--- src/rtl/mem_ctrl.sv ---
// mem_ctrl: single-port SRAM access controller with programmable wait states.
//   Parameters: WAIT_STATES (0..15) extra access cycles; PROT_LIMIT first writable
//   address (only with MEM_PROTECT_EN).
//   Macro MEM_PROTECT_EN: when defined, writes below PROT_LIMIT are blocked and
//   reported on ACCESS_VIOLATION.
//   Ports: CLK/RESET (async, active-high); MAR_LE, MAR_CONTROL, MEM_WE, EA, PC,
//   WDATA request side; MAR, MDR, MEM_BUSY, MEM_READY status side; SRAM_ADDR,
//   SRAM_WDATA, SRAM_RDATA, SRAM_CE, SRAM_WE SRAM side; ACCESS_VIOLATION fault pulse.
module mem_ctrl #(
    parameter int WAIT_STATES = 2
`ifdef MEM_PROTECT_EN
    , parameter logic [15:0] PROT_LIMIT = 16'h3000
`endif
) (
    input  logic        CLK,
    input  logic        RESET,
    input  logic        MAR_LE,
    input  logic        MAR_CONTROL,
    input  logic        MEM_WE,
    input  logic [15:0] EA,
    input  logic [15:0] PC,
    input  logic [15:0] WDATA,
    output logic [15:0] MAR,
    output logic [15:0] MDR,
    output logic        MEM_BUSY,
    output logic        MEM_READY,
    output logic [15:0] SRAM_ADDR,
    output logic [15:0] SRAM_WDATA,
    input  logic [15:0] SRAM_RDATA,
    output logic        SRAM_CE,
`ifdef MEM_PROTECT_EN
    output logic        SRAM_WE,
    output logic        ACCESS_VIOLATION
`else
    output logic        SRAM_WE
`endif
);
    typedef enum logic [1:0] {IDLE, ACCESS, DONE} state_t;
    state_t      r_state, w_next;
    logic [15:0] r_mar, r_mdr, r_wdata;
    logic        r_we;
    logic [3:0]  r_cnt;
    logic        w_blk;

    always_ff @(posedge CLK or posedge RESET) begin
        if (RESET) begin
            r_state <= IDLE;
            r_mar   <= 16'h0000;
            r_mdr   <= 16'h0000;
            r_wdata <= 16'h0000;
            r_we    <= 1'b0;
            r_cnt   <= 4'd0;
        end else begin
            r_state <= w_next;
            if (r_state == IDLE && MAR_LE) begin
                r_mar   <= MAR_CONTROL ? PC : EA;
                r_we    <= MEM_WE;
                r_wdata <= WDATA;
                r_cnt   <= 4'(WAIT_STATES);
            end
            // Counter saturates at 0; the zero cycle is the last ACCESS cycle and captures read data.
            if (r_state == ACCESS) begin
                if (r_cnt != 4'd0) r_cnt <= r_cnt - 4'd1;
                else if (!r_we) r_mdr <= SRAM_RDATA;
            end
        end
    end

    always_comb begin
        w_next = IDLE;
        w_next = r_state == IDLE   ? (MAR_LE ? ACCESS : IDLE) :
                 r_state == ACCESS ? (r_cnt == 4'd0 ? DONE : ACCESS) : IDLE;
    end

`ifdef MEM_PROTECT_EN
    assign w_blk            = r_we && (r_mar < PROT_LIMIT);
    assign ACCESS_VIOLATION = (r_state == DONE) && w_blk;
`else
    assign w_blk = 1'b0;
`endif

    assign MAR        = r_mar;
    assign MDR        = r_mdr;
    assign SRAM_ADDR  = r_mar;
    assign SRAM_WDATA = r_wdata;
    assign MEM_BUSY   = r_state != IDLE;
    assign MEM_READY  = r_state == DONE;
    assign SRAM_CE    = (r_state == ACCESS) && !w_blk;
    assign SRAM_WE    = (r_state == ACCESS) && r_we && !w_blk;
endmodule

--- config.mk ---
export PLATFORM = sky130hd
export DESIGN_NAME = mem_ctrl
export DESIGN_NICKNAME = d
export VERILOG_FILES = /design/src/rtl/mem_ctrl.sv
export SDC_FILE = /design/constraint.sdc
export NUM_CORES = 1
export LEC_CHECK = 0
export BUFFER_PORTS_ARGS = -buffer_cell sky130_fd_sc_hd__buf_2
export CAP_MARGIN = 20
export CORE_ASPECT_RATIO = 1.25
export CORE_MARGIN = 2
export CORE_UTILIZATION = 47
export CTS_CLUSTER_SIZE = 12
export DETAILED_ROUTE_END_ITERATION = 12
export PLACE_DENSITY = 0.84
export SKIP_LAST_GASP = 1
export SYNTH_ARGS = -nofsm -noshare
export SYNTH_HDL_FRONTEND = slang
export SYNTH_SLANG_ARGS = --single-unit
--- constraint.sdc ---
create_clock -name CLK -period 6.27 [get_ports CLK]
set_input_delay 1.254 -clock CLK [delete_from_list [all_inputs] [get_ports CLK]]
set_output_delay 1.254 -clock CLK [all_outputs]
set_load 0.03 [all_outputs]
### Word-level counts from Yosys, hierarchy flattened

Cells that the tools add are included.

* flip-flop bits (word level): 55
* input port bits: 69
* output and inout port bits: 68
* word-level logic and storage cells: 26

* add/sub/neg operators: 1
* equal/unequal tests: 2
* muxes and demuxes: 8
* bitwise gates (word level): 2
* reductions and logical operators: 7

Operators by type and width (number)
* 2-to-1 mux 16 bit: 1
* 2-to-1 mux 4 bit: 3
* 2-to-1 mux 2 bit: 3
* zero test 4 bit: 1
* nonzero test 4 bit: 1
* subtractor 4 x 1 -> 4 bit, second input constant: 1
* AND reduction 3 bit: 1
* equality test 2 x 1 -> 1 bit, second input constant: 1
* equality test 2 bit, second input constant: 1
* logical AND 1 bit: 2
* zero test 2 bit: 1
* NOT 1 bit: 2
* nonzero test 2 bit: 1
* 2-to-1 mux 1 bit: 1

### Depth between registers and ports, before layout

Gate-level depths: netlist of the first run.

* depth after elaboration: 5
* mapped depth: 7
* depth with buffers taken out: 5

### Worst setup path before layout of the first run

No wires, ideal clock.

* path type: register -> output
* start point: register r_state[1]
* end point: output port SRAM_WE
* arrival: 1.323 ns
* required time: 5.016 ns
* slack: 3.693 ns
* stages on the path, launching flop included: 4
* buffers on the path: 0
* cell sequence: dfrtp_1 nand2b_1 clkinv_1 and2_1

* word-level cells in the longest chain between the ends: 2

RTL lines
* start: declaration: RTL line 39 `state_t r_state, w_next;`
* start signal: assignment: RTL line 54 `r_state <= w_next;`
* equality test 2 x 1 -> 1 bit
* named net SRAM_CE: RTL line 30 `output logic SRAM_CE,`
* logical AND 1 bit: RTL line 89 `assign SRAM_WE = (r_state == ACCESS) && r_we && !w_blk;`
* end: declaration: RTL line 35 `output logic SRAM_WE`

The timed path passes the listed nets, and every way through them passes these cells.

### Worst setup path in the final report of the first run

* start point: register r_state[1]
* end point: output port SRAM_WE

* word-level cells in the longest chain between the ends: 2

RTL lines (RTL line)
* equality test 2 x 1 -> 1 bit: 89
* logical AND 1 bit: 89

No other way between the ends.

==> results of run 1 <==
-- logic make-up after synthesis --
| logic type | synth area share |
|---|---|
| compound gates | 0.0530 |
| fa+ha+maj | 0.00509 |
| buf+inv | 0.0800 |
| flops | 0.560 |
| mux | 0.232 |
| simple gates | 0.0698 |
-- layout make-up --
| cell class | instances | area share |
|---|---|---|
| inverters | 4 | 0.00476 |
| flip-flops and latches | 55 | 0.437 |
| multi-input cells | 106 | 0.282 |
| clock inverters | 2 | 0.00397 |
| repair buffers | 138 | 0.225 |
| clock buffers | 6 | 0.0230 |
| well taps | 62 | 0.0246 |
-- final timing paths --
check	cells after the start	endpoint	startpoint	slack [ns]
worst min-delay path	1	SRAM_WDATA[6]$_DFFE_PP0P_	SRAM_WDATA[6]$_DFFE_PP0P_	0.51
worst max register to register	5	MDR[10]$_DFFE_PP0P_	r_cnt[0]$_DFF_PP0_	3.83
min in group asynchronous	2	MDR[6]$_DFFE_PP0P_	RESET	1.01
worst max-delay path	4	SRAM_WE	r_state[1]$_DFF_PP0_	3.40
max in group asynchronous	3	r_cnt[1]$_DFF_PP0_	RESET	4.70
worst min register to register	1	SRAM_WDATA[6]$_DFFE_PP0P_	SRAM_WDATA[6]$_DFFE_PP0P_	0.51
-- critical path: stages, from the launching register on --
cell	delay, ns
dfrtp_1	0.47
nand2b_1	0.24
clkinv_1	0.22
and2_1	0.22
buf_2	0.17
-- layer usage --
layer / vias up / global-route usage / wire [um]
met5: - / 0 / 0
met4: 0 / 0.0818 / 116
met3: 10 / 0.0318 / 318
met2: 71 / 0.309 / 2810
met1: 867 / 0.213 / 1890
li1: 874 / - / -
-- metrics by stage --
step / total power [uW] / cells
final: 1890 / 373
after global routing: 2010 / 373
after CTS: 1910 / 372
after detailed placement: 1720 / 364
after global placement: 1680 / 364
after floorplan: 1480 / 190
-- flip-flops by register name (all words and copies together) (netlist names) --
| name | count |
|---|---|
| r_cnt | 4 |
| MDR | 16 |
| r_state | 2 |
| r_we | 1 |
| SRAM_WDATA | 16 |
| MAR | 16 |
-- cell usage after synthesis --
master    number
dfrtp_1       55
mux2_2        23
nor2_1        18
a21oi_1       16
buf_4         16
mux2i_1       16
mux2_4        10
clkbuf_1       4
o21ai_0        4
buf_2          3
inv_1          3
nand3_1        3
nor2b_1        2
a211oi_1       1
a21o_1         1
a31oi_1        1
and2_1         1
buf_12         1
buf_6          1
clkinv_1       1
ha_1           1
nand2_1        1
nand2b_1       1
nor3_4         1
nor3b_2        1
nor4_1         1
nor4bb_1       1
o311ai_0       1
or2_2          1
or3b_1         1
-- where the power goes --
group | internal (uW) | switching (uW) | leakage, uW
sequential | 532 | 116 | 0.000645
combinational | 361 | 693 | 0.000932
clock | 78.3 | 109 | 0.0000412
total | 971 | 918 | 0.00162
==> results.json, run 1 <==
{
  "status": "finished clean",
  "synth.top_cell.area_share": 0.560,
  "grt_setup_unrepaired": "false",
  "htreeDepth": 2,
  "place_hpwl_um": 3880,
  "ir_drop_v": 0.000289,
  "drt_iter0_markers": 44,
  "cts_buffers": 5,
  "io_buffers": 136,
  "die_w_um": 68.7,
  "crit_type": "flop to output pin",
  "routedWlPerCell_um": 13.8,
  "grt_first_pass_wirelength_um": 7940,
  "synth-seq-cells": 55,
  "syn_inst": 190,
  "critPathLaunchType": "flop",
  "fin_crit_sh": 0.458,
  "rows": 29,
  "final_cell_mix": "136 x buf_2, 55 x dfrtp_1, 23 x mux2_2, 18 x nor2_1",
  "fin_area_mm2": 0.00315,
  "pwr_density_cell_mw_per_mm2": 599,
  "relSlewSlack": 0.384,
  "hold_class": "flop to flop",
  "fin_ws_ns": 3.40,
  "synth_area_leaders": "dfrtp_1 56%, mux2_2 11%, mux2i_1 6.5%",
  "num_antenna_cells": 0,
  "hold_ws_ns": 0.511,
  "tightest_slew_ns": 0.921,
  "syn_area_per_cell_um2": 12.9,
  "timing.setup.tns_ns": 0,
  "required_ns": 5.02,
  "cp_max_fo": 8,
  "maxCapViolCount": 0,
  "placed_cell_area_mm2": 0.00305,
  "via_count": 1822,
  "utilization": 0.625,
  "via_per_inst": 4.88,
  "multi_input_area_um2": 890,
  "worstSetupEndpointType": "output pin",
  "yosysUniqueCellTypes": 30,
  "grt_max_degree": 56,
  "overflow": 0,
  "dr.pass1.iters": 4,
  "max_freq_ghz": 0.349,
  "setup_violations": 0,
  "cts_root_buffer": "clkbuf_8",
  "cts_setup_buffers": 0,
  "seq_area_mm2": 0.00138,
  "nFillCells": 428,
  "min_period_ns": 2.87,
  "synth_top_cell_by_area": "dfrtp_1",
  "finalWeightedCongestion": 0.779,
  "track_usage": 0.180,
  "yosys_warnings": 0,
  "initial_core_util": 0.487,
  "core_area_mm2": 0.00504,
  "drv_slew": 0,
  "leakagePower_uw": 0.00162,
  "layout_commonest_cell": "buf_2",
  "antenna_found_initial": 0,
  "postCtsResizedCells": 0,
  "cts_tree": "built",
  "synth_nets": 260,
  "ios": 137,
  "clk_latency_ns": 0.30,
  "wl_um": 5130,
  "worst_ep_arrival_time_ns": 1.62,
  "synth_area_mm2": 0.00246,
  "first_global_vias": 1766,
  "antenna_left": 0,
  "nets": 380,
  "clkTransAtPathRegs_ns": 0.09,
  "finalClockSkew_ns": 0.00791,
  "cts_sinks": 55,
  "finalHoldViolCount": 0,
  "cts_hold_buf": 0,
  "clk_path_buf_depth": 2,
  "die_y_um": 84.8,
  "syn2layout_area_growth_pct": 28.3,
  "drive_gt1_frac": 0.585,
  "pre_cts_slack_ns": 3.74,
  "dieArea_mm2": 0.00582,
  "yosysSeqAreaShare": 0.560,
  "route.detailed.drc": 0
}
(Power assumes the default switching activity.)
==> inputs of run 2 (changes only) <==
CORE_UTILIZATION = 40   (was 47)
PLACE_DENSITY = 0.76   (was 0.84)
clock period = 2.5 ns   (was 6.27 ns; I/O delays follow)
==> results.json, run 2 (synthesis gave the netlist of run 1 again) <==
{
  "status": "finished clean",
  "io_buffers": 136,
  "antenna_left": 0,
  "rows": 31,
  "track_usage": 0.138,
  "drv_slew": 0,
  "cts_buffers": 5,
  "first_global_vias": 1675,
  "pre_cts_slack_ns": 0.445,
  "syn2layout_area_growth_pct": 31.3,
  "finalClockSkew_ns": 0.00858,
  "clkTransAtPathRegs_ns": 0.09,
  "ir_drop_v": 0.000657,
  "antenna_found_initial": 0,
  "worst_ep_arrival_time_ns": 1.65,
  "crit_type": "flop to output pin",
  "route.detailed.drc": 0,
  "num_antenna_cells": 0,
  "crit_family": "flip-flops",
  "final_cell_mix": "136 x buf_2, 55 x dfrtp_1, 23 x mux2_2, 18 x nor2_1",
  "cts_sinks": 55,
  "fin_crit_sh": 0.861,
  "initial_core_util": 0.419,
  "maxCapViolCount": 0,
  "drive_gt1_frac": 0.590,
  "die_w_um": 74.1,
  "wl_um": 4800,
  "clk_path_buf_depth": 2,
  "finalHoldViolCount": 0,
  "cp_slowest_cell": "dfrtp_1",
  "required_ns": 2.00,
  "cts_root_buffer": "clkbuf_8",
  "tightest_slew_ns": 0.521,
  "routedWlPerCell_um": 12.2,
  "place_hpwl_um": 3650,
  "crit_buf_inv": 2,
  "drt_iter0_markers": 21,
  "overflow": 0,
  "cp_max_fo": 8,
  "min_period_ns": 2.15,
  "via_per_inst": 4.60,
  "layout_commonest_cell": "buf_2",
  "nets": 382,
  "dr.pass1.iters": 4,
  "htreeDepth": 2,
  "leakagePower_uw": 0.00164,
  "hold_class": "input port to async pin",
  "max_freq_ghz": 0.464,
  "grt_setup_unrepaired": "false",
  "timing.setup.tns_ns": 0,
  "ios": 137,
  "cts_tree": "built",
  "die_y_um": 91.6,
  "worstSetupEndpointType": "output pin",
  "cpPeakStageDelay_ns": 0.48,
  "finalWeightedCongestion": 0.739,
  "grt_first_pass_wirelength_um": 7320,
  "pwr_density_cell_mw_per_mm2": 1490,
  "fin_ws_ns": 0.347,
  "via_count": 1814,
  "cts_setup_buffers": 0,
  "critical_path.cell_chain": "nand2b_1 -> clkinv_1 -> and2_1 -> buf_2",
  "setup_violations": 0,
  "clk_latency_ns": 0.30,
  "grt_max_degree": 56,
  "postCtsResizedCells": 0,
  "relSlewSlack": 0.652,
  "cts_hold_buf": 0,
  "core_area_mm2": 0.00586,
  "critPathLaunchType": "flop",
  "dieArea_mm2": 0.00679
}
-- run 2: worst paths after layout --
path                                           start                   endpoint  slack, ns  cells after the start
max                             r_state[1]$_DFF_PP0_                    SRAM_WE       0.35                      4
min                                            RESET           r_we$_DFFE_PP0P_       0.23                      3
max reg2reg                       r_cnt[0]$_DFF_PP0_        MDR[11]$_DFFE_PP0P_       0.43                      6
min reg2reg                SRAM_WDATA[4]$_DFFE_PP0P_  SRAM_WDATA[4]$_DFFE_PP0P_       0.51                      1
max in group asynchronous                      RESET         MAR[7]$_DFFE_PP0P_       2.02                      3
min in group CLK                       SRAM_RDATA[1]         MDR[1]$_DFFE_PP0P_       0.42                      2
-- run 2: area by class of cell --
cell class / count / area [um^2]
timing repair buffer: 140 / 736
tap: 82 / 103
clock inverter: 2 / 37.5
sequential: 55 / 1380
inverter: 4 / 15.0
multi-input combinational: 106 / 890
clock buffer: 5 / 68.8
fill: 491 / 2630
-- run 2: per-stage QoR --
stage | cell area, um^2 | power [uW] | utilization | hold WS [ns] | cells
detailed placement | 3120 | 4310 | 0.533 | 0.487 | 387
global route | 3230 | 5130 | 0.551 | 0.253 | 394
floorplan | 2460 | 3720 | - | 0.534 | 190
CTS | 3230 | 4890 | 0.551 | 0.238 | 394
finish | 3230 | 4820 | 0.551 | 0.231 | 394
global placement | 3120 | 4250 | 0.533 | 0.484 | 387
-- run 2: report_power, final --
group / switching, uW / leakage, uW / total (uW) / internal, uW
Clock: 266 / 0.0000502 / 559 / 293
Sequential: 282 / 0.000645 / 1620 / 1330
Combinational: 1720 / 0.000946 / 2640 / 928
-- run 2: worst min-delay path: stages --
cell and delay [ns]:
buf_2 0.10, inv_2 0.06, buf_12 0.26
-- run 2: routing by layer --
| metal | vias to the layer above | GRT usage | share of wire |
|---|---|---|---|
| met4 | 0 | 0.0455 | 0.013 |
| li1 | 879 | - | - |
| met1 | 835 | 0.149 | 0.40 |
| met5 | - | 0 | 0 |
| met3 | 6 | 0.0341 | 0.093 |
| met2 | 94 | 0.253 | 0.50 |
